===== src/rtl/core_pipe_exec_mdu.sv =====
// Iterative multiply/divide unit: shift-add multiplier, restoring divider, RV64 W-forms.
// Define CORE_MDU_DIV_EN to build the divider; without it div*/rem* complete at once with result 0.
module core_pipe_exec_mdu #(
    parameter int XLEN = 64
) (
    input  logic            g_clk,
    input  logic            g_resetn,
    input  logic            valid,
    output logic            ready,
    input  logic            flush,
    input  logic [XLEN-1:0] opr_a,
    input  logic [XLEN-1:0] opr_b,
    input  logic            word,
    input  logic            op_mul,
    input  logic            op_mulh,
    input  logic            op_mulhsu,
    input  logic            op_mulhu,
    input  logic            op_div,
    input  logic            op_divu,
    input  logic            op_rem,
    input  logic            op_remu,
    output logic            out_valid,
    input  logic            out_ready,
    output logic [XLEN-1:0] result
);
    localparam int         PW     = 2 * XLEN;
    localparam logic [5:0] K_FULL = 6'(XLEN);

`ifdef CORE_MDU_DIV_EN
    typedef enum logic [1:0] {IDLE, MUL, DIV, DONE} state_t;
`else
    typedef enum logic [1:0] {IDLE, MUL, DONE} state_t;
`endif

    function automatic logic [XLEN-1:0] sext32(input logic [XLEN-1:0] x);
        return XLEN'($signed(x[31:0]));
    endfunction

    function automatic logic [XLEN-1:0] word_fix(input logic [XLEN-1:0] x, input logic w);
        return w ? sext32(x) : x;
    endfunction

    state_t          state;
    logic [5:0]      count;
    logic            r_word, r_high, r_neg;
    logic            is_mulh, is_mul, is_div, word_eff, a_signed, b_signed, a_neg, b_neg;
    logic [XLEN-1:0] a_ext, b_ext, mag_a, mag_b;
    logic [5:0]      k_steps;

    assign ready    = (state == IDLE);
    assign is_mulh  = op_mulh | op_mulhsu | op_mulhu;
    assign is_mul   = op_mul | is_mulh;
    assign is_div   = op_div | op_divu | op_rem | op_remu;
    assign word_eff = (XLEN == 64) && word && !is_mulh;
    assign a_signed = op_mulh | op_mulhsu | op_div | op_rem;
    assign b_signed = op_mulh | op_div | op_rem;
    assign a_ext    = !word_eff ? opr_a : (a_signed ? sext32(opr_a) : XLEN'(opr_a[31:0]));
    assign b_ext    = !word_eff ? opr_b : (b_signed ? sext32(opr_b) : XLEN'(opr_b[31:0]));
    assign a_neg    = a_signed & a_ext[XLEN-1];
    assign b_neg    = b_signed & b_ext[XLEN-1];
    assign mag_a    = a_neg ? -a_ext : a_ext;
    assign mag_b    = b_neg ? -b_ext : b_ext;
    assign k_steps  = word_eff ? 6'd32 : K_FULL;

    // Multiplier works on magnitudes; the final step's sum feeds the result directly.
    logic [PW-1:0]   m_acc, m_cand, m_acc_nxt, m_prod;
    logic [XLEN-1:0] m_plier, mul_res;

    assign m_acc_nxt = m_plier[0] ? m_acc + m_cand : m_acc;
    assign m_prod    = r_neg ? -m_acc_nxt : m_acc_nxt;
    assign mul_res   = r_high ? m_prod[PW-1:XLEN] : word_fix(m_prod[XLEN-1:0], r_word);

`ifdef CORE_MDU_DIV_EN
    logic [XLEN-1:0] d_rem, d_quo, d_dsr, d_rem_nxt, d_quo_nxt, d_q_fix, d_r_fix, div_res, div_special;
    logic [XLEN:0]   d_shift, d_diff;
    logic            r_rem, r_neg_r, div_zero, div_ovf, op_is_rem;

    assign d_shift   = {d_rem, d_quo[XLEN-1]};
    assign d_diff    = d_shift - {1'b0, d_dsr};
    assign d_rem_nxt = d_diff[XLEN] ? d_shift[XLEN-1:0] : d_diff[XLEN-1:0];
    assign d_quo_nxt = {d_quo[XLEN-2:0], !d_diff[XLEN]};
    assign d_q_fix   = r_neg ? -d_quo_nxt : d_quo_nxt;
    assign d_r_fix   = r_neg_r ? -d_rem_nxt : d_rem_nxt;
    assign div_res   = word_fix(r_rem ? d_r_fix : d_q_fix, r_word);

    // Divide-by-zero and most-negative/-1 bypass the iteration entirely.
    assign op_is_rem   = op_rem | op_remu;
    assign div_zero    = (b_ext == '0);
    assign div_ovf     = (op_div | op_rem) &&
                         (word_eff ? (opr_a[31:0] == 32'h8000_0000 && opr_b[31:0] == 32'hFFFF_FFFF)
                                   : (opr_a == {1'b1, {(XLEN-1){1'b0}}} && opr_b == '1));
    assign div_special = word_fix(div_zero ? (op_is_rem ? opr_a : '1)
                                           : (op_is_rem ? '0 : opr_a), word_eff);
`endif

    always_ff @(posedge g_clk) begin
        if (!g_resetn) begin
            state     <= IDLE;
            count     <= '0;
            out_valid <= 1'b0;
            result    <= '0;
        end else if (flush) begin
            state     <= IDLE;
            count     <= '0;
            out_valid <= 1'b0;
            result    <= '0;
        end else begin
            case (state)
                IDLE: begin
                    if (valid) begin
                        r_word <= word_eff;
                        r_high <= is_mulh;
                        r_neg  <= a_neg ^ b_neg;
                        count  <= k_steps;
                        if (is_mul) begin
                            m_acc   <= '0;
                            m_cand  <= PW'(mag_a);
                            m_plier <= mag_b;
                            state   <= MUL;
                        end else if (is_div) begin
`ifdef CORE_MDU_DIV_EN
                            r_rem   <= op_is_rem;
                            r_neg_r <= a_neg;
                            d_rem   <= '0;
                            d_quo   <= word_eff ? (mag_a << (XLEN - 32)) : mag_a;
                            d_dsr   <= mag_b;
                            if (div_zero || div_ovf) begin
                                result    <= div_special;
                                out_valid <= 1'b1;
                                state     <= DONE;
                            end else begin
                                state <= DIV;
                            end
`else
                            result    <= '0;
                            out_valid <= 1'b1;
                            state     <= DONE;
`endif
                        end
                    end
                end
                MUL: begin
                    m_acc   <= m_acc_nxt;
                    m_cand  <= m_cand << 1;
                    m_plier <= m_plier >> 1;
                    count   <= count - 6'd1;
                    if (count == 6'd1) begin
                        result    <= mul_res;
                        out_valid <= 1'b1;
                        state     <= DONE;
                    end
                end
`ifdef CORE_MDU_DIV_EN
                DIV: begin
                    d_rem <= d_rem_nxt;
                    d_quo <= d_quo_nxt;
                    count <= count - 6'd1;
                    if (count == 6'd1) begin
                        result    <= div_res;
                        out_valid <= 1'b1;
                        state     <= DONE;
                    end
                end
`endif
                DONE: begin
                    if (out_ready) begin
                        out_valid <= 1'b0;
                        result    <= '0;
                        state     <= IDLE;
                    end
                end
                default: state <= IDLE;
            endcase
        end
    end

endmodule


===== config.mk =====
export PLATFORM = sky130hd
export DESIGN_NAME = core_pipe_exec_mdu
export DESIGN_NICKNAME = d
export VERILOG_FILES = /design/src/rtl/core_pipe_exec_mdu.sv
export SDC_FILE = /design/constraint.sdc
export NUM_CORES = 1
export LEC_CHECK = 0
export ABC_AREA = 1
export BUFFER_PORTS_ARGS = -buffer_cell sky130_fd_sc_hd__buf_2
export CAP_MARGIN = 20
export CORE_UTILIZATION = 40
export CTS_CLUSTER_DIAMETER = 200
export DETAILED_ROUTE_END_ITERATION = 12
export SLEW_MARGIN = 20
export SYNTH_ARGS = -nofsm -noshare
export SYNTH_HDL_FRONTEND = slang
export SYNTH_SLANG_ARGS = --single-unit

===== constraint.sdc =====
create_clock -name g_clk -period 31.6 [get_ports g_clk]
set_input_delay 3.16 -clock g_clk [delete_from_list [all_inputs] [get_ports g_clk]]
set_output_delay 3.16 -clock g_clk [all_outputs]
set_load 0.01 [all_outputs]

==> Implementation_results.wiki <==
{| class="wikitable"
! Metric !! Value
|-
| Distinct cell type count of the synthesized netlist || 61
|-
| Destination of the worst register-to-register timing path || result[36]
|-
| Final min period || 6.62 ns
|-
| Number of setup violations in the final report || 0
|-
| Portion of synthesized cell area occupied by the leading cell type || 24.7%
|-
| Startpoint of the most critical setup path || flush
|-
| Synth Register Bits || 396
|-
| Number of buffers between clock root and the deepest sink || 3
|-
| Library cell appearing most often on the critical path || buf_4
|-
| Sum of negative setup slack || 0 ns
|-
| Largest net degree at the start of global routing || 229
|-
| Crit Path Max Fanout || 74
|-
| Gates resized, CTS repair || 0
|-
| Top-level port count || 208
|-
| First-pass GRT wire length || 289 mm
|-
| Setup repair after global routing missed its margin || false
|-
| Remaining Overflow, GRT || 0
|-
| Gate Count Post-Synth || 7169
|-
| Highest clock rate || 0.151 GHz
|-
| Clk Tree Root Cell || clkbuf_16
|-
| Wirelength, routed || 203 mm
|-
| Worst r2r path cells || 23
|-
| Cell Area, Synth || 0.0417 mm2
|-
| Total routing resource utilization after global routing || 37.5%
|-
| Pins over their slew limit || 0
|-
| Vias per std cell || 5.26
|-
| Worst setup margin || 24.98 ns
|-
| Path class of the lowest-slack min-delay path || reg2reg
|-
| Initial cell density of the core || 40.3%
|-
| Path type of the worst setup path || in2reg
|-
| Cell type with the highest aggregate area in the netlist || nand2_1
|-
| Number of max-cap violations || 0
|-
| Worst R2R Setup Slack || 25.96 ns
|-
| DP Wirelength || 170 mm
|-
| Number of antenna violations at the first check in global routing || 11
|-
| Site row count || 118
|-
| Outcome || completed
|-
| M1 WL || 84.5 mm
|-
| Clock net sink count || 396
|-
| ANT nets after route || 0
|-
| Final critical-path share of the clock period || 20.9%
|-
| Hold-fix buffers, CTS || 0
|-
| Critical path arrival || 6.90 ns
|-
| CP Launch Type || primary input
|-
| Worst slack at placement || 24.23 ns
|-
| Number of violations reported at the end of detailed-routing iteration 0 || 5262
|-
| Input/output buffers || 207
|-
| CTS tree || yes
|-
| Count of unresolved DRC violations after routing || 0
|-
| Average cell area after synthesis || 5.82 um2
|-
| Layout overhead on the synthesized area || 9.55%
|-
| Post-synth net total || 7444
|-
| H-tree depth reported by CTS || 2
|-
| Horizontal die dimension || 325 um
|-
| Measured slew at the worst slew-check pin || 1.12 ns
|-
| Final-stage net count || 7561
|-
| Highest routing layer actually used || met5
|-
| Cell Pwr Density || 36.6 mW/mm2
|-
| Relative slew margins || 25.1%
|-
| Layout cell share with drive strength beyond 1 || 9.61%
|-
| Post-CTS Repair Setup Buffers || 0
|-
| Standard cell core area || 0.103 mm2
|-
| Number of warnings printed during yosys synthesis || 0
|-
| Vias in the first global route || 42800
|-
| Standby leakage power || 23.6 nW
|-
| Average wire per cell in the routed design || 23.3 um
|-
| Vertical die dimension || 325 um
|-
| Worst ir drop on vdd || 0.0436 mV
|-
| Most frequent cells in the layout || 2751 x nand2_1, 1194 x inv_1, 791 x nor2_1, 527 x nand3_1, 323 x edfxtp_1
|-
| Synth top area cells || nand2_1 25%, edfxtp_1 23%, inv_1 11%
|-
| Standard cell with the maximum stage delay on the critical path || buf_4
|-
| Cells traversed along the worst timing path || buf_2, nor2_1, inv_2, buf_4, nor3_2, buf_4, buf_4, buf_4
|-
| Worst path required time || 31.88 ns
|-
| Sequential element share of the synthesized area || 26.7%
|-
| Register clock-pin slew on the reported worst setup and hold paths || 0.06 ns
|-
| Total length of routed met3 wires || 16.8 mm
|-
| Utilization after layout || 44.2%
|-
| Area of the multi-input gates || 0.0251 mm2
|-
| Register Area || 0.0112 mm2
|-
| Setup crit end || m_cand[57]
|-
| Wire length on met2 || 87.6 mm
|-
| Length of the first detailed-routing pass in iterations || 6
|-
| Worst clock skew || 0.0422 ns
|-
| Via count || 45800
|-
| Filler instances || 11600
|-
| Number of endpoints with negative hold slack in the final report || 0
|-
| Startpoint of the lowest-slack register-to-register path || m_acc[4]
|-
| Kind of end point of the critical path || flop
|-
| Clock latency of the later-clocked register in the worst-skew pair || 0.68 ns
|-
| Critical path's largest stage delay || 0.82 ns
|-
| Most frequent standard cell in the layout excluding fill and tap cells || nand2_1
|-
| Overall die area || 0.106 mm2
|-
| CTS Buf Count || 51
|-
| Weighted congestion reported at the end of routability-driven placement || 1.06
|}
## registers in the layout (all words and copies together), names as in the netlist
| name | cells |
|---|---|
| r_word | 1 |
| r_neg | 1 |
| out_valid | 1 |
| count | 6 |
| m_plier | 64 |
| m_acc | 128 |
| r_high | 1 |
| result | 64 |
| m_cand | 128 |
| state | 2 |
## per-stage QoR
step | cell area [um2] | total power, W | hold WS (ns) | instances
final | 45700 | 0.00167 | 0.465 | 8713
after global routing | 45700 | 0.00174 | 0.487 | 8712
after CTS | 45700 | 0.00167 | 0.465 | 8709
after detailed placement | 44000 | 0.00105 | 0.456 | 8613
after global placement | 44000 | 0.00105 | 0.451 | 8613
after floorplan | 41700 | 0.000900 | 0.453 | 7169
## cell usage after synthesis, drive strengths merged
master and number:
a211oi 2, a21boi 3, a21oi 292, a31o 1, a31oi 11, and2 4
and3 1, buf 67, clkbuf 101, clkinv 9, dfxtp 73, dlygate4sd1 2
edfxtp 323, fa 1, ha 132, inv 1249, nand2 2802, nand3 561
nand3b 20, nand4 79, nor2 894, nor3 46, nor3b 1, nor4 23
o2111ai 1, o211ai 10, o21a 3, o21ai 211, o21bai 7, o31a 1
o31ai 17, o41ai 1, or2 99, xnor2 31, xor2 91
## logic make-up (layout without fill, tap and decap cells)
group	Yosys count	count (layout)	synth area share, %
AO/OA/AOI/OAI	560	560	7.39
XOR/XNOR	122	122	2.56
adder cells (fa/ha/maj)	133	133	4.01
buffers and inverters	1428	1588	13.2
flip-flops	396	396	26.7
other	0	4	0
AND/OR/NAND/NOR	4530	4530	46.1
## worst min path at each step
| stage | from | to | slack [ns] | cells past startpoint |
|---|---|---|---|---|
| final | result[48] | result[48] | 0.46 | 2 |
| after detailed placement | result[13] | result[13] | 0.46 | 2 |
| after CTS | result[50] | result[50] | 0.47 | 2 |
| after global placement | result[23] | result[23] | 0.45 | 2 |
| after global routing | result[31] | result[31] | 0.49 | 2 |
| after floorplan | count[3] | count[3] | 0.45 | 2 |
## cell type report
cell class / instances / share of cell area, %
Antenna cell: 4 / 0.0219
Clock buffer: 62 / 2.97
Clock inverter: 34 / 0.807
Inverter: 1258 / 10.3
Multi-Input combinational cell: 5345 / 54.9
Sequential cell: 396 / 24.4
Tap cell: 1380 / 3.78
Timing Repair Buffer: 234 / 2.76
## report_power, final
part	total [W]	internal, W	switching [W]
sequential	0.000608	0.000590	0.0000174
clock	0.000618	0.000350	0.000268
combinational	0.000446	0.000119	0.000327
## worst max-delay path, delay by kind of cell
family        cells  cell delay (ns)
buf+inv           6             2.76
simple gates      2             0.82
## layer usage
layer	global-route usage (%)	up-vias
met1	48.4	21000
met5	0	-
met2	58.4	1921
met4	22.7	4
li1	-	22400
met3	6.30	394
(Power assumes the default switching activity.)
